===== src/rtl/divider_control_unit.sv =====
// divider_control_unit
//   Sequencing controller for the fixed-point divider datapath: loads operands,
//   pulses the datapath init, runs iterations until the counter carry-out,
//   and presents the quotient and error flags on a valid/ready handshake.
//   Optional build macro: DIV_SATURATE_EN saturates the result on
//   divide-by-zero / overflow (all ones) and forces 0 on timeout.
//   Without it, overflow returns the raw quotient and the other errors return 0.
module divider_control_unit #(
  parameter int WIDTH = 10,
  parameter int ITER  = 14,
  parameter int TMO   = 2
) (
  input  logic             clk,
  input  logic             rst,
  input  logic             start,
  input  logic             b_zero,
  input  logic             co_cnt,
  input  logic             ov,
  input  logic [WIDTH-1:0] q_in,
  output logic             ld_a,
  output logic             ld_b,
  output logic             dp_init,
  output logic             dp_run,
  output logic             busy,
  output logic             out_valid,
  input  logic             out_ready,
  output logic [WIDTH-1:0] result,
  output logic             err_dvz,
  output logic             err_ovf,
  output logic             err_tmo
);

  typedef enum logic [2:0] {
    S_IDLE,
    S_LOAD,
    S_CHECK,
    S_INIT,
    S_RUN,
    S_DONE
  } state_t;

  localparam int              CNT_W    = $clog2(ITER + TMO + 1);
  localparam logic [CNT_W-1:0] CNT_LAST = CNT_W'(ITER + TMO - 1);

  state_t           r_state;
  state_t           w_next_state;
  logic [CNT_W-1:0] r_run_cnt;
  logic [WIDTH-1:0] r_result;
  logic             r_err_dvz;
  logic             r_err_ovf;
  logic             r_err_tmo;
  logic             r_ld;
  logic             r_dp_init;
  logic             r_dp_run;
  logic             r_busy;
  logic             r_out_valid;
  logic [WIDTH-1:0] w_dvz_val;
  logic [WIDTH-1:0] w_ovf_val;
  logic             w_timeout;

  assign w_timeout = (r_run_cnt == CNT_LAST);

  // Fault result values: the only difference between the two builds.
  always_comb begin
`ifdef DIV_SATURATE_EN
    w_dvz_val = '1;
    w_ovf_val = '1;
`else
    w_dvz_val = '0;
    w_ovf_val = q_in;
`endif
  end

  // Next-state decode; RUN exits with priority ov > co_cnt > timeout.
  always_comb begin
    // NOTE: default assigned first so no path through this block infers a latch.
    w_next_state = r_state;
    unique case (r_state)
      S_IDLE:  if (start) w_next_state = S_LOAD;
      S_LOAD:  w_next_state = S_CHECK;
      S_CHECK: w_next_state = b_zero ? S_DONE : S_INIT;
      S_INIT:  w_next_state = S_RUN;
      S_RUN:   if (ov || co_cnt || w_timeout) w_next_state = S_DONE;
      S_DONE:  if (out_ready) w_next_state = S_IDLE;
      default: w_next_state = S_IDLE;
    endcase
  end

  // State register and registered Moore outputs decoded from the next state.
  always_ff @(posedge clk or negedge rst) begin
    if (!rst) begin
      r_state     <= S_IDLE;
      r_ld        <= 1'b0;
      r_dp_init   <= 1'b0;
      r_dp_run    <= 1'b0;
      r_busy      <= 1'b0;
      r_out_valid <= 1'b0;
    end else begin
      // NOTE: non-blocking assignments keep every flop sampling pre-edge values.
      r_state     <= w_next_state;
      r_ld        <= (w_next_state == S_LOAD);
      r_dp_init   <= (w_next_state == S_INIT);
      r_dp_run    <= (w_next_state == S_RUN);
      r_busy      <= (w_next_state != S_IDLE);
      r_out_valid <= (w_next_state == S_DONE);
    end
  end

  // RUN-cycle counter: cleared while in INIT, counts each RUN cycle.
  always_ff @(posedge clk or negedge rst) begin
    if (!rst) begin
      r_run_cnt <= '0;
    end else if (r_state == S_INIT) begin
      r_run_cnt <= '0;
    end else if (r_state == S_RUN) begin
      r_run_cnt <= r_run_cnt + 1'b1;
    end
  end

  // Result and error capture on entry to DONE; held until the handshake completes.
  always_ff @(posedge clk or negedge rst) begin
    if (!rst) begin
      r_result  <= '0;
      r_err_dvz <= 1'b0;
      r_err_ovf <= 1'b0;
      r_err_tmo <= 1'b0;
    end else begin
      unique case (r_state)
        S_CHECK: begin
          if (b_zero) begin
            r_err_dvz <= 1'b1;
            r_result  <= w_dvz_val;
          end
        end
        S_RUN: begin
          if (ov) begin
            r_err_ovf <= 1'b1;
            r_result  <= w_ovf_val;
          end else if (co_cnt) begin
            r_result  <= q_in;
          end else if (w_timeout) begin
            r_err_tmo <= 1'b1;
            r_result  <= '0;
          end
        end
        S_DONE: begin
          if (out_ready) begin
            r_result  <= '0;
            r_err_dvz <= 1'b0;
            r_err_ovf <= 1'b0;
            r_err_tmo <= 1'b0;
          end
        end
        default: ;
      endcase
    end
  end

  assign ld_a      = r_ld;
  assign ld_b      = r_ld;
  assign dp_init   = r_dp_init;
  assign dp_run    = r_dp_run;
  assign busy      = r_busy;
  assign out_valid = r_out_valid;
  assign result    = r_result;
  assign err_dvz   = r_err_dvz;
  assign err_ovf   = r_err_ovf;
  assign err_tmo   = r_err_tmo;

endmodule


===== config.mk =====
export PLATFORM = sky130hd
export DESIGN_NAME = divider_control_unit
export DESIGN_NICKNAME = d
export VERILOG_FILES = /design/src/rtl/divider_control_unit.sv
export SDC_FILE = /design/constraint.sdc
export NUM_CORES = 1
export LEC_CHECK = 0
export ABC_AREA = 0
export CAP_MARGIN = 40
export CORE_ASPECT_RATIO = 1.5
export CORE_UTILIZATION = 42
export DETAILED_ROUTE_END_ITERATION = 8
export DONT_BUFFER_PORTS = 1
export PLACE_DENSITY = 0.63
export RECOVER_POWER = 100
export SLEW_MARGIN = 10
export SYNTH_ARGS = -nofsm -noshare
export SYNTH_HDL_FRONTEND = slang
export SYNTH_SLANG_ARGS = --single-unit

===== constraint.sdc =====
create_clock -name clk -period 3.2 [get_ports clk]
set_input_delay 0 -clock clk [delete_from_list [all_inputs] [get_ports clk]]
set_output_delay 0 -clock clk [all_outputs]
set_load 0.05 [all_outputs]

==> results.yml <==
finish:
  nFillCells: 259
  final_common_cell: "dfrtp_1"
  diodes: 0
  final_cells: 151
  layout_common_cells: "dfrtp_1, dlygate4sd3_1, a22o_1, a21oi_1, nor2_1"
  layout.nets: 135
  areaGrowthSynthToFinish_pct: 16.2
  drive_gt1_frac: 0.0439
sta:
  final.setup.tns_ns: 0
  hold_viol_final: 0
  setup_ws_ns: 0.896
  fin_skew_ns: 0.00603
  timing.final.crit_share: 0.720
  final.min_clock_period_ns: 2.30
  max_freq_mhz: 434
  worst_slew_pin_slew_ns: 1.36
  relSlewSlack: 0.0903
  slew_violations: 0
  rsz0062_at_grt: "no"
  final-setup-viol-count: 0
floorplanning:
  initial_core_util: 0.440
  ios: 36
  dieArea_um2: 2990
  die_x_um: 45.0
  die_h_um: 66.5
  rows: 23
  core_um2: 2650
detailed_routing:
  viasPerCell: 5.66
  postRouteAntennaNets: 0
  drc: 0
  num_vias: 854
  wl_per_cell_um: 15.8
  route.final.wire_length_mm: 2.38
  initialDrtViolationCount: 25
  drtPass1Iterations: 4
placed_design:
  gp_congestion: 0.719
  place_ws_ns: 1.01
  portBuffers: 0
  post-dp-hpwl_mm: 1.63
  placed_cells: 132
yosys:
  synth_cell_types: 35
  netlist_instances: 100
  synth_fp_nets: 119
  yosys.area.top_type_share: 0.559
  ys_seq_elements: 26
  synthTopCellsByArea: "dfrtp_1, a22o_1, a21oi_1"
  synthesis.area_um2: 1160
  syn-mean-instance-area_um2: 11.6
  ys_warn_count: 0
  ys_seq_area_frac: 0.559
  synth.largest_area_cell: "dfrtp_1"
pwr:
  peakVddDrop_mv: 0.666
  power_density_nw_per_um2: 1150
  p_leak_uw: 0.000597
cts:
  clk_latency_ns: 0.27
  cts.clk_slew.worst_paths_ns: 0.09
  cts_buffer_depth: 2
  cts.sink_count: 26
  cts_buffers: 3
  postCtsSetupBuffers: 0
  cts_tree: "done"
  htree_levels: 1
  clockRootBuffer: "clkbuf_8"
global_route:
  grt_pass1_vias: 864
  grt_use_total: 0.178
  antenna_found_initial: 0
  grt_pass1_wl_mm: 3.86
  gr-total-overflow: 0
  grt_max_degree: 27
worst_setup_path:
  critPathSlowestCell: "a221oi_1"
  cp_cell_sequence: "ha_1 > and3_1 > ha_1 > or3_1 > a221oi_1 > o211ai_1"
  required_ns: 3.32
  crit_fanout: 5
  cp_data_arrival_time_ns: 2.43
  start_kind: "flip-flop"
  crit_path_end_kind: "flip-flop"
  critPathMaxStageDelay_ns: 0.54
  crit_top_cell: "ha_1"
  worstSetupPathType: "reg -> reg"
status:
  run_status: "completed"
job:
  drv_cap: 0
hold_path:
  hp-class: "in -> reg"
-- timing repair --
| item | CTS | global route |
|---|---|---|
| hold buffers | 16 | 0 |
| setup endpoints to repair | 0 | 0 |
| gates resized for setup | 0 | 0 |
| hold endpoints to repair | 43 | 0 |
-- per-layer routing --
| metal | GRT usage | part of all wire | wire length (um) |
|---|---|---|---|
| met1 | 0.216 | 0.40 | 963 |
| met2 | 0.290 | 0.54 | 1280 |
| met3 | 0.0352 | 0.044 | 104 |
| met4 | 0.0909 | 0.017 | 40 |
| met5 | 0 | 0 | 0 |
-- where the power goes --
| part | switching [uW] | leakage (uW) | total (uW) | internal [uW] |
|---|---|---|---|---|
| clock network | 96.2 | 0.0000216 | 181 | 84.3 |
| logic | 196 | 0.000242 | 386 | 190 |
| registers | 519 | 0.000334 | 982 | 463 |
-- cells in the mapped netlist --
library cell,number
buf_4,2
o21bai_1,1
and3_1,2
nand2b_1,1
a22o_1,10
or2_1,1
nand3_1,1
nor2_1,9
a221oi_4,1
a211oi_1,2
or3_4,1
ha_1,2
o21ai_0,2
o211ai_1,1
nand2_1,3
nor4_1,1
a311oi_1,2
a221oi_2,1
clkinv_1,1
inv_2,1
nor3_1,1
a21oi_1,9
dfrtp_1,26
o22ai_1,1
nor2b_1,3
a31oi_1,1
nor3b_4,1
nor3b_1,2
buf_2,3
nor4bb_1,1
nor4b_1,1
inv_1,3
and4b_1,1
o21a_1,1
a2bb2oi_1,1
-- critical path: cells and delay by family (launching register included) --
family / cells / cell delay, ns
AO/OA/AOI/OAI: 2 / 0.70
AND/OR/NAND/NOR: 2 / 0.58
adder cells (fa/ha/maj): 2 / 0.45
flip-flops: 1 / 0.43
-- flip-flops by register name, indices dropped and copies added (netlist names) --
signal / count
ld_a: 1
out_valid: 1
result: 10
dp_init: 1
err_ovf: 1
r_state: 3
r_run_cnt: 5
dp_run: 1
err_tmo: 1
busy: 1
err_dvz: 1
-- cell families after synthesis --
logic type | count (synthesis) | synth area share
compound gates | 33 | 0.224
simple gates | 29 | 0.154
flops | 26 | 0.559
buf+inv | 10 | 0.0419
fa+ha+maj | 2 | 0.0215
-- path summary, 6_finish.rpt --
path | from | endpoint | slack (ns) | depth (start not counted)
setup / recovery | r_run_cnt[0]$_DFFE_PN0P_ | busy$_DFF_PN0_ | 0.90 | 6
setup reg to reg | r_run_cnt[0]$_DFFE_PN0P_ | busy$_DFF_PN0_ | 0.90 | 6
max in group asynchronous | rst | ld_a$_DFF_PN0_ | 1.82 | 2
min in group asynchronous | rst | r_run_cnt[2]$_DFFE_PN0P_ | 0.57 | 2
hold reg to reg | r_run_cnt[3]$_DFFE_PN0P_ | r_run_cnt[3]$_DFFE_PN0P_ | 0.53 | 1
hold / removal | b_zero | r_state[1]$_DFF_PN0_ | 0.02 | 3
-- layout make-up --
| cell class | instances | area (um2) | area share |
|---|---|---|---|
| Clock buffer | 3 | 41.3 | 0.0305 |
| Timing Repair Buffer | 16 | 154 | 0.114 |
| Inverter | 5 | 18.8 | 0.0139 |
| Sequential cell | 26 | 651 | 0.481 |
| Multi-Input combinational cell | 64 | 442 | 0.327 |
| Tap cell | 37 | 46.3 | 0.0342 |
-- metrics by stage --
stage               power [uW]  utilization  instance area (um2)  hold WS [ns]
floorplan                 1290            -                 1160        -0.296
global placement          1340        0.446                 1180        -0.295
detailed placement        1370        0.446                 1180        -0.295
CTS                       1580        0.526                 1390       0.00698
global route              1640        0.511                 1350        0.0308
finish                    1550        0.511                 1350        0.0222
No activity file was read; power rests on OpenSTA's default activity.
